[config.mk]
export PLATFORM = sky130hd
export DESIGN_NAME = picorv32_qchannel_pmu_flat
export DESIGN_NICKNAME = d
export VERILOG_FILES = /design/src/rtl/picorv32_qchannel_pmu_if.sv /design/src/rtl/picorv32_qchannel_pmu.sv /design/src/flat_wrapper.sv
export SDC_FILE = /design/constraint.sdc
export NUM_CORES = 1
export LEC_CHECK = 0
export BUFFER_PORTS_ARGS = -buffer_cell sky130_fd_sc_hd__buf_4
export CAP_MARGIN = 20
export CORE_MARGIN = 4
export CORE_UTILIZATION = 55
export DETAILED_ROUTE_END_ITERATION = 6
export PLACE_DENSITY_LB_ADDON = 0.2
export SLEW_MARGIN = 15
export SYNTH_ARGS = -nofsm -noshare
export SYNTH_HDL_FRONTEND = slang
export SYNTH_SLANG_ARGS = --single-unit
[constraint.sdc]
create_clock -name clk -period 2.6 [get_ports clk]
set_clock_uncertainty 0.05 [all_clocks]
set_input_delay 0 -clock clk [delete_from_list [all_inputs] [get_ports clk]]
set_output_delay 0 -clock clk [all_outputs]
set_load 0.02 [all_outputs]
[src/rtl/picorv32_qchannel_pmu_if.sv]
// Handshake bundle between the Q-channel PMU, the system power requester and the
// retention-enabled picorv32 core.
interface picorv32_qchannel_pmu_if #(
    parameter int DENY_W = 8
);
    logic              sleep_req;
    logic              wake_req;
    logic              qacceptn;
    logic              qdeny;
    logic              qreqn;
    logic              pr_save;
    logic              pr_restore;
    logic              iso_en;
    logic              pwr_en;
    logic [DENY_W-1:0] deny_cnt;
    logic [3:0]        fsm_state;

    modport master (
        input  sleep_req, wake_req, qacceptn, qdeny,
        output qreqn, pr_save, pr_restore, iso_en, pwr_en, deny_cnt, fsm_state
    );

    modport slave (
        output sleep_req, wake_req, qacceptn, qdeny,
        input  qreqn, pr_save, pr_restore, iso_en, pwr_en, deny_cnt, fsm_state
    );
endinterface

[src/rtl/picorv32_qchannel_pmu.sv]
// Q-channel power sequencer for a retention-capable picorv32: request, save, isolate,
// power-cycle, restore and exit. Every output comes straight from a flop.
module picorv32_qchannel_pmu #(
    parameter int ISO_DLY   = 2,
    parameter int OFF_MIN   = 4,
    parameter int PWRUP_DLY = 3,
    parameter int DENY_W    = 8
) (
    input  logic                   clk,
    input  logic                   reset,
    picorv32_qchannel_pmu_if.master bus
);
    typedef enum logic [3:0] {
        ST_RUN     = 4'd0,
        ST_REQ     = 4'd1,
        ST_DENY    = 4'd2,
        ST_SAVE    = 4'd3,
        ST_ISO     = 4'd4,
        ST_OFF     = 4'd5,
        ST_ON      = 4'd6,
        ST_RESTORE = 4'd7,
        ST_EXIT    = 4'd8
    } state_t;

    localparam logic [7:0] ISO_LOAD   = 8'(ISO_DLY - 1);
    localparam logic [7:0] OFF_LOAD   = 8'(OFF_MIN - 1);
    localparam logic [7:0] PWRUP_LOAD = 8'(PWRUP_DLY - 1);

    state_t            state_q, state_d;
    logic [7:0]        cnt_q, cnt_d;
    logic              wake_q, wake_d;
    logic [DENY_W-1:0] deny_cnt_q, deny_cnt_d;
    logic              qreqn_q, qreqn_d;
    logic              pr_save_q, pr_save_d;
    logic              pr_restore_q, pr_restore_d;
    logic              iso_en_q, iso_en_d;
    logic              pwr_en_q, pwr_en_d;

    always_comb begin
        state_d    = state_q;
        cnt_d      = cnt_q;
        wake_d     = wake_q;
        deny_cnt_d = deny_cnt_q;

        case (state_q)
            ST_RUN: begin
                // qreqn may only fall while the core sits in Q_RUN
                if (bus.sleep_req && bus.qacceptn && !bus.qdeny)
                    state_d = ST_REQ;
            end
            ST_REQ: begin
                if (!bus.qacceptn) begin
                    state_d = ST_SAVE;
                end else if (bus.qdeny) begin
                    state_d = ST_DENY;
                    if (deny_cnt_q != '1)
                        deny_cnt_d = deny_cnt_q + DENY_W'(1);
                end
            end
            ST_DENY: begin
                if (bus.qacceptn && !bus.qdeny)
                    state_d = ST_RUN;
            end
            ST_SAVE: begin
                state_d = ST_ISO;
                cnt_d   = ISO_LOAD;
            end
            ST_ISO: begin
                if (cnt_q == 8'd0) begin
                    state_d = ST_OFF;
                    cnt_d   = OFF_LOAD;
                    wake_d  = 1'b0;
                end else begin
                    cnt_d = cnt_q - 8'd1;
                end
            end
            ST_OFF: begin
                // An early wake is remembered and honoured once the minimum off time ends
                wake_d = wake_q | bus.wake_req;
                if (cnt_q == 8'd0) begin
                    if (wake_q || bus.wake_req) begin
                        state_d = ST_ON;
                        cnt_d   = PWRUP_LOAD;
                        wake_d  = 1'b0;
                    end
                end else begin
                    cnt_d = cnt_q - 8'd1;
                end
            end
            ST_ON: begin
                if (cnt_q == 8'd0)
                    state_d = ST_RESTORE;
                else
                    cnt_d = cnt_q - 8'd1;
            end
            ST_RESTORE: begin
                state_d = ST_EXIT;
            end
            ST_EXIT: begin
                if (bus.qacceptn)
                    state_d = ST_RUN;
            end
            default: begin
                state_d = ST_RUN;
            end
        endcase

        // Outputs are decoded from the next state so they register in step with it
        qreqn_d      = (state_d == ST_RUN) || (state_d == ST_DENY) || (state_d == ST_EXIT);
        pr_save_d    = (state_d == ST_SAVE);
        pr_restore_d = (state_d == ST_RESTORE);
        iso_en_d     = (state_d == ST_ISO) || (state_d == ST_OFF) || (state_d == ST_ON);
        pwr_en_d     = (state_d != ST_OFF);
    end

    always_ff @(posedge clk or posedge reset) begin
        if (reset) begin
            state_q      <= ST_RUN;
            cnt_q        <= 8'd0;
            wake_q       <= 1'b0;
            deny_cnt_q   <= '0;
            qreqn_q      <= 1'b1;
            pr_save_q    <= 1'b0;
            pr_restore_q <= 1'b0;
            iso_en_q     <= 1'b0;
            pwr_en_q     <= 1'b1;
        end else begin
            state_q      <= state_d;
            cnt_q        <= cnt_d;
            wake_q       <= wake_d;
            deny_cnt_q   <= deny_cnt_d;
            qreqn_q      <= qreqn_d;
            pr_save_q    <= pr_save_d;
            pr_restore_q <= pr_restore_d;
            iso_en_q     <= iso_en_d;
            pwr_en_q     <= pwr_en_d;
        end
    end

    assign bus.qreqn      = qreqn_q;
    assign bus.pr_save    = pr_save_q;
    assign bus.pr_restore = pr_restore_q;
    assign bus.iso_en     = iso_en_q;
    assign bus.pwr_en     = pwr_en_q;
    assign bus.deny_cnt   = deny_cnt_q;
    assign bus.fsm_state  = state_q;
endmodule
[src/flat_wrapper.sv]
// flat-port wrapper written by rule: the top's interface ports become plain ports
module picorv32_qchannel_pmu_flat 
#(
    parameter int ISO_DLY   = 2,
    parameter int OFF_MIN   = 4,
    parameter int PWRUP_DLY = 3,
    parameter int DENY_W    = 8
)
  (clk, reset, bus_sleep_req, bus_wake_req, bus_qacceptn, bus_qdeny, bus_qreqn, bus_pr_save, bus_pr_restore, bus_iso_en, bus_pwr_en, bus_deny_cnt, bus_fsm_state);
  picorv32_qchannel_pmu_if #(.DENY_W(DENY_W)) bus_i ();
  input  logic clk;
  input  logic reset;
  input wire logic [$bits(bus_i.sleep_req)-1:0] bus_sleep_req;
  input wire logic [$bits(bus_i.wake_req)-1:0] bus_wake_req;
  input wire logic [$bits(bus_i.qacceptn)-1:0] bus_qacceptn;
  input wire logic [$bits(bus_i.qdeny)-1:0] bus_qdeny;
  output wire logic [$bits(bus_i.qreqn)-1:0] bus_qreqn;
  output wire logic [$bits(bus_i.pr_save)-1:0] bus_pr_save;
  output wire logic [$bits(bus_i.pr_restore)-1:0] bus_pr_restore;
  output wire logic [$bits(bus_i.iso_en)-1:0] bus_iso_en;
  output wire logic [$bits(bus_i.pwr_en)-1:0] bus_pwr_en;
  output wire logic [$bits(bus_i.deny_cnt)-1:0] bus_deny_cnt;
  output wire logic [$bits(bus_i.fsm_state)-1:0] bus_fsm_state;
  assign bus_i.sleep_req = bus_sleep_req;
  assign bus_i.wake_req = bus_wake_req;
  assign bus_i.qacceptn = bus_qacceptn;
  assign bus_i.qdeny = bus_qdeny;
  assign bus_qreqn = bus_i.qreqn;
  assign bus_pr_save = bus_i.pr_save;
  assign bus_pr_restore = bus_i.pr_restore;
  assign bus_iso_en = bus_i.iso_en;
  assign bus_pwr_en = bus_i.pwr_en;
  assign bus_deny_cnt = bus_i.deny_cnt;
  assign bus_fsm_state = bus_i.fsm_state;
  picorv32_qchannel_pmu #(.ISO_DLY(ISO_DLY), .OFF_MIN(OFF_MIN), .PWRUP_DLY(PWRUP_DLY), .DENY_W(DENY_W)) u_core (.clk(clk), .reset(reset), .bus(bus_i));
endmodule
==> summary.md, run 1 <==
| Metric | Value |
|---|---|
| Outcome | finished, final reports clean |
| WS Path Type | flop to flop |
| Clk_lat worst skew | 320 ps |
| RD Place Congestion | roughly 0.8 |
| Hold/Removal Path Class | primary input to flop |
| Hpwl dp | between 2000 and 2500 um |
| Die area | 3520 um2 |
| Commonest cells after routing, fill and taps aside | dfrtp_1 (24), buf_4 (23), nand3_1 (9) |
| Vias in the first global route | 1145 |
| Die height | 59.4 um |
| GRT overflow | 0 |
| I/O Pins | 23 |
| Final TNS setup | 0 ps |
| Min Hold Slack | 38.0 ps |
| Tcrit/Tclk final | 80.6% |
| Hold Fails Final Rpt | 0 |
| LEAKAGE | between 0.0007 and 0.0008 uW |
| DRT antenna net count | 0 |
| Seq/Total Area, Yosys | 45.0% |
| Largest net degree at the start of global routing | 27 |
| Critical path arrival | 2270 ps |
| Final count of pins violating max slew | 0 |
| Syn Std Cell Area | approximately 1500 um2 |
| All-Layer GR Usage | 19.5% |
| Final cell count without fillers | 195 |
| Port Buffers | 22 |
| # DRC | 0 |
| Routed WL | 3180 um |
| Synthesized area per cell | 10.5 um2 |
| Worst-path fanout max | 7 |
| Commonest non-fill, non-tap cell in the layout | dfrtp_1 |
| Slew margin rel. | a little over two thirds |
| Row count | 18 |
| PostCTS Resize Cnt | 0 |
| 1st-iter DRT viols | 77 |
| Area delta synth->final | 20.6% |
| RSZ-0062 raised after global routing | no |
| Initial antenna violation count | 0 |
| Fin util | 70.0% |
| First-pass GRT wire length | 5240 um |
| Die Wd | approximately 59 um |
| CTS tree | yes |
| Fillers | approximately 200 |
| Root buf cell | clkbuf_4 |
| Syn nets | ~150 |
| Setup crit end kind | flop |
| TritonCTS Buffers | 3 |
| Distinct cells, synth | 46 |
| Vias/cell | around 6 |
| H-Tree Depth | 1 |
| Initial Utilization | about three fifths |
| Ys Warns | 0 |
| CTS sink count | 26 |
| CTS clock-pin slew for the worst setup and hold paths | 150 ps |
| Core footprint | 2500 um2 |
| Max-cap violations | 0 |
| Number of setup buffers added after CTS | 0 |
| Worst Path Required | 2780 ps |
| Clock Tree Buf Depth | 2 |
| Total chip power | roughly 1900 uW |
| Number of synthesized register bits | 26 |
| Fmax | about 480 MHz |
| DR pass1 iterations | 4 |
| Worst-margin pin slew | about 450 ps |
| Period minus WS final | 2100 ps |
| ANT cells | 0 |
| Via count | 1199 |
| Avg WL per Cell | approximately 16 um |
| CP startpoint kind | flop |
| Layout cells sized above 1 | between 20% and 30% |
| DP Cell Count | 187 |
| Fin nets | 174 |
| Setup-failing EPs final | 0 |
| Gate Count Post-Synth | 138 |
| Pwr dens | 1110 nW/um2 |
| Maximum vdd drop | slightly below 0.9 mV |
[cell usage after synthesis (all sizes together)]
cell type / count / area, um2
buf: 3 / 17.5
or4: 1 / 7.51
nand2b: 2 / 12.5
nor3: 5 / 36.3
nand4: 3 / 18.8
nand3b: 1 / 7.51
nand3: 9 / 45.0
nand2: 8 / 30.0
nor2: 8 / 30.0
or3b: 2 / 17.5
or3: 1 / 11.3
and3: 4 / 25.0
inv: 5 / 18.8
and3b: 1 / 8.76
nor2b: 4 / 25.0
a32oi: 1 / 8.76
o31ai: 3 / 36.3
o21ai: 4 / 20.0
a21o: 2 / 15.0
nor4b: 1 / 8.76
a21oi: 4 / 31.3
xnor2: 7 / 61.3
nand4b: 3 / 26.3
clkbuf: 1 / 3.75
a22o: 2 / 17.5
a22oi: 1 / 7.51
and2: 1 / 6.26
mux2: 2 / 22.5
a21bo: 1 / 10.0
ha: 2 / 25.0
a211o: 2 / 17.5
nor3b: 2 / 15.0
dfstp: 2 / 52.6
and4: 5 / 43.8
nor4: 3 / 33.8
dfrtp: 24 / 601
o41ai: 1 / 27.5
o21a: 1 / 7.51
a32o: 1 / 10.0
a31oi: 5 / 31.3
[metal layers]
layer,wire length (um),global-route usage (%)
met5,0,0
met4,26,7.44
met3,140,2.61
met2,1550,31.7
met1,1460,26.3
[timing repair]
item | CTS | global route
endpoints found under the hold margin | 26 | 0
hold buffers | 3 | 0
setup endpoints to repair | 0 | 0
[cells by family (layout without fill, tap and decap cells)]
| family | after synthesis | count (layout) | synth area share, % |
|---|---|---|---|
| compound gates | 28 | 28 | 16.6 |
| xor+xnor | 7 | 7 | 4.22 |
| fa+ha+maj | 2 | 2 | 1.72 |
| buf+inv | 9 | 36 | 2.76 |
| flops | 26 | 26 | 45.0 |
| mux | 2 | 2 | 1.55 |
| simple gates | 64 | 64 | 28.2 |
[critical path, cell delays in order, from the launching register on]
cell and delay, ps:
dfrtp_1 440, inv_1 90, ha_1 200, or3b_1 520, nor4_1 360, o31ai_1 140, a22o_1 190
[per-stage QoR]
stage / setup WS (ps) / instance area (um2)
4_1_cts: 533 / 1720
2_1_floorplan: 775 / 1450
3_3_place_gp: 634 / 1640
5_1_grt: 348 / 1750
6_report: 503 / 1750
3_5_place_dp: 569 / 1640
[report_power, final]
part / switching (uW) / total, uW / internal [uW]
Sequential: 200 / 739 / 540
Combinational: 519 / 923 / 405
Clock: 123 / 279 / 156
Total: 841 / 1940 / 1100
[worst paths after layout]
kind	startpoint	end	slack (ps)	cells past startpoint
min	bus_qdeny	u_core.bus.fsm_state[0]$_DFF_PP0_	40	4
max	u_core.cnt_q[0]$_DFFE_PP0P_	u_core.cnt_q[5]$_DFFE_PP0P_	500	6
max in group asynchronous	reset	u_core.cnt_q[7]$_DFFE_PP0P_	1980	4
min reg2reg	u_core.bus.deny_cnt[5]$_DFFE_PP0P_	u_core.bus.deny_cnt[5]$_DFFE_PP0P_	450	1
max reg2reg	u_core.cnt_q[0]$_DFFE_PP0P_	u_core.cnt_q[5]$_DFFE_PP0P_	500	6
min in group asynchronous	reset	u_core.bus.deny_cnt[0]$_DFFE_PP0P_	120	3
[sequential cells by signal, summed over array words and instances, names as in the netlist]
name and count:
u_core.bus.deny_cnt 8, u_core.bus.fsm_state 4, u_core.bus.iso_en 1, u_core.bus.pr_restore 1, u_core.bus.pr_save 1, u_core.bus.pwr_en 1, u_core.bus.qreqn 1, u_core.cnt_q 8
u_core.wake_q 1
[final cells by class]
| type | instances | area [um2] | area share [%] |
|---|---|---|---|
| Clock buffer | 3 | 22.5 | 1.29 |
| Clock inverter | 1 | 30.0 | 1.72 |
| Inverter | 5 | 18.8 | 1.07 |
| Multi-Input combinational cell | 103 | 758 | 43.3 |
| Sequential cell | 26 | 653 | 37.3 |
| Tap cell | 30 | 37.5 | 2.14 |
| Timing Repair Buffer | 27 | 230 | 13.2 |
No activity file was read; power rests on OpenSTA's default activity.
==> run 2, diff against run 1 <==
--- a/config.mk
+++ b/config.mk
@@ -8,7 +8,7 @@
 export BUFFER_PORTS_ARGS = -buffer_cell sky130_fd_sc_hd__buf_4
 export CAP_MARGIN = 20
 export CORE_MARGIN = 4
-export CORE_UTILIZATION = 55
+export CORE_UTILIZATION = 50
 export DETAILED_ROUTE_END_ITERATION = 6
 export PLACE_DENSITY_LB_ADDON = 0.2
 export SLEW_MARGIN = 15
==> constraint.sdc (replaced) <==
create_clock -name clk -period 1.7 [get_ports clk]
set_clock_uncertainty 0.05 [all_clocks]
set_input_delay 0 -clock clk [delete_from_list [all_inputs] [get_ports clk]]
set_output_delay 0 -clock clk [all_outputs]
set_load 0.02 [all_outputs]
==> run 2 against run 1 <==
  * Core utilization grew 4.7 points
  * Power grew 93%
  * Worst setup slack lost 680 ps
  * Register-to-register slack lost 680 ps
  * Cell count grew 17%
  * Largest power group unchanged
  * Sequential share of layout area shrank 5.5 points
  * Combinational power grew 140%
  * The flow now finishes with violations (setup timing)
  * Clock-buffer cell count is the same
  * Via count grew 16%
  * Non-clock buffer count grew 32
==> summary.md, run 2 (synthesis results as in run 1) <==
| Metric | Value |
|---|---|
| Outcome | finished, violations left |
| Failing checks | setup timing |
| Comb power frac | 59.3% |
| Port Buffers | 22 |
| Clock power share | between 10% and 20% |
| WS Path Type | flop to flop |
| Clk_lat worst skew | around 340 ps |
| Via count | approximately 1400 |
| Worst Path Required | approximately 1900 ps |
| Die Wd | just over 60 um |
| First-pass GRT wire length | 6120 um |
| Initial Utilization | 52.6% |
| GRT overflow | 0 |
| NetSw | 1590 uW |
| Core footprint | 2760 um2 |
| 1st-iter DRT viols | 74 |
| Pwr dens | approximately 1800 nW/um2 |
| Hpwl dp | between 2000 and 3000 um |
| DR pass1 iterations | 4 |
| Switch share | 42.4% |
| Slew margin rel. | between 70% and 80% |
| RD Place Congestion | 0.883 |
| Hold/Removal Path Class | primary input to flop |
| CTS sink count | 26 |
| Worst-margin pin slew | 434 ps |
| Setup WS post-layout | -174 ps |
| Avg WL per Cell | 17.5 um |
| Clock Tree Buf Depth | 2 |
| DRT antenna net count | 0 |
| Placed Area | 1850 um2 |
| Min Hold Slack | slightly above 30 ps |
| CTS tree | yes |
| TritonCTS Buffers | 3 |
| All-Layer GR Usage | between 20% and 30% |
| Routed WL | 4000 um |
| Vias/cell | 6.12 |
| Maximum vdd drop | 1.23 mV |
| Internal | 2160 uW |
| Hold Fails Final Rpt | 0 |
| DP Worst Slack | -265 ps |
| Commonest non-fill, non-tap cell in the layout | buf_4 |
| Setup-failing EPs final | 15 |
| Die height | 61.9 um |
| Initial antenna violation count | 0 |
| Row count | 19 |
| Setup crit end kind | flop |
| Total chip power | 3750 uW |
| Period minus WS final | roughly 1900 ps |
| I/O Pins | 23 |
| Fmax | between 500 and 600 MHz |
| Root buf cell | clkbuf_4 |
| H-Tree Depth | 1 |
| Max-cap violations | 0 |
| Critical path arrival | between 2000 and 2500 ps |
| Finished Cell Area | 2060 um2 |
| CP startpoint kind | flop |
| CTS clock-pin slew for the worst setup and hold paths | 160 ps |
| ANT cells | 0 |
| Sequential cell fraction of total power | 28.9% |
| Tcrit/Tclk final | 110% |
| Commonest cells after routing, fill and taps aside | buf_4 (54), dfrtp_1 (22), nand3_1 (9) |
| Area delta synth->final | 42.0% |
| Layout cells sized above 1 | 45.2% |
| Final count of pins violating max slew | 0 |
| Fin nets | 206 |
| RSZ-0062 raised after global routing | yes |
| Vias in the first global route | ~1300 |
| Largest net degree at the start of global routing | 27 |
| LEAKAGE | 0.000964 uW |
| # DRC | 0 |
| Die area | roughly 3800 um2 |
| Worst-path fanout max | 5 |
## run 2: changes by cell type in the layout (fill, tap and decap cells not counted), sizes merged
cell  previous run  this run
buf             24        56
## run 2: metrics by stage
step	setup TNS, ps	cells	utilization (%)
after global routing	-2630	228	74.7
after global placement	-1580	214	67.1
after CTS	-1400	224	71.6
after floorplan	-840	138	-
after detailed placement	-2550	214	67.1
final	-1870	228	74.7
## run 2: worst paths after layout
kind	startpoint	endpoint	slack (ps)	depth (start not counted)
worst max-delay path	u_core.cnt_q[0]$_DFFE_PP0P_	u_core.bus.pr_save$_DFF_PP0_	-170	6
worst min-delay path	bus_qdeny	u_core.bus.fsm_state[0]$_DFF_PP0_	30	4
worst max register to register	u_core.cnt_q[0]$_DFFE_PP0P_	u_core.bus.pr_save$_DFF_PP0_	-170	6
worst min register to register	u_core.bus.deny_cnt[5]$_DFFE_PP0P_	u_core.bus.deny_cnt[5]$_DFFE_PP0P_	470	1
max in group asynchronous	reset	u_core.bus.qreqn$_DFF_PP1_	1080	4
min in group asynchronous	reset	u_core.bus.iso_en$_DFF_PP0_	200	4
## run 2: layout make-up
class,instances,area (um2)
clock buffer,3,22.5
clock inverter,1,30.0
fill,190,697
inverter,5,18.8
multi-input combinational,103,837
sequential,26,656
tap,31,38.8
timing repair buffer,59,458
## run 2: repair_timing
action | in CTS | in global routing
setup buffers | 3 | 4
hold endpoints to repair | 28 | 0
hold buffers | 3 | 0
setup endpoints to repair | 15 | 23
pin swaps | 5 | 4
gates resized for setup | 6 | 15
## run 2: per-layer routing
metal / global-route usage [%] / vias to the layer above / part of all wire [%]
li1: - / 638 / -
met1: 27.7 / 682 / 41
met2: 38.1 / 62 / 51
met3: 3.10 / 14 / 6.3
met4: 6.36 / 0 / 1.6
met5: 0 / - / 0
## run 2: power by group through the flow
stage                     Combinational (uW)  Sequential [uW]  Clock [uW]
after floorplan                          987             1170           0
after global placement                  1820             1060           0
after detailed placement                1880             1070           0
after CTS                               1980             1060         441
after global routing                    2370             1110         480
final                                   2220             1080         440
## run 2: critical path, stage by stage (launching register included)
cell and delay [ps]:
dfrtp_1 430, inv_2 90, ha_4 130, or3b_4 430, o41ai_4 360, and3_1 220
nor4_1 60
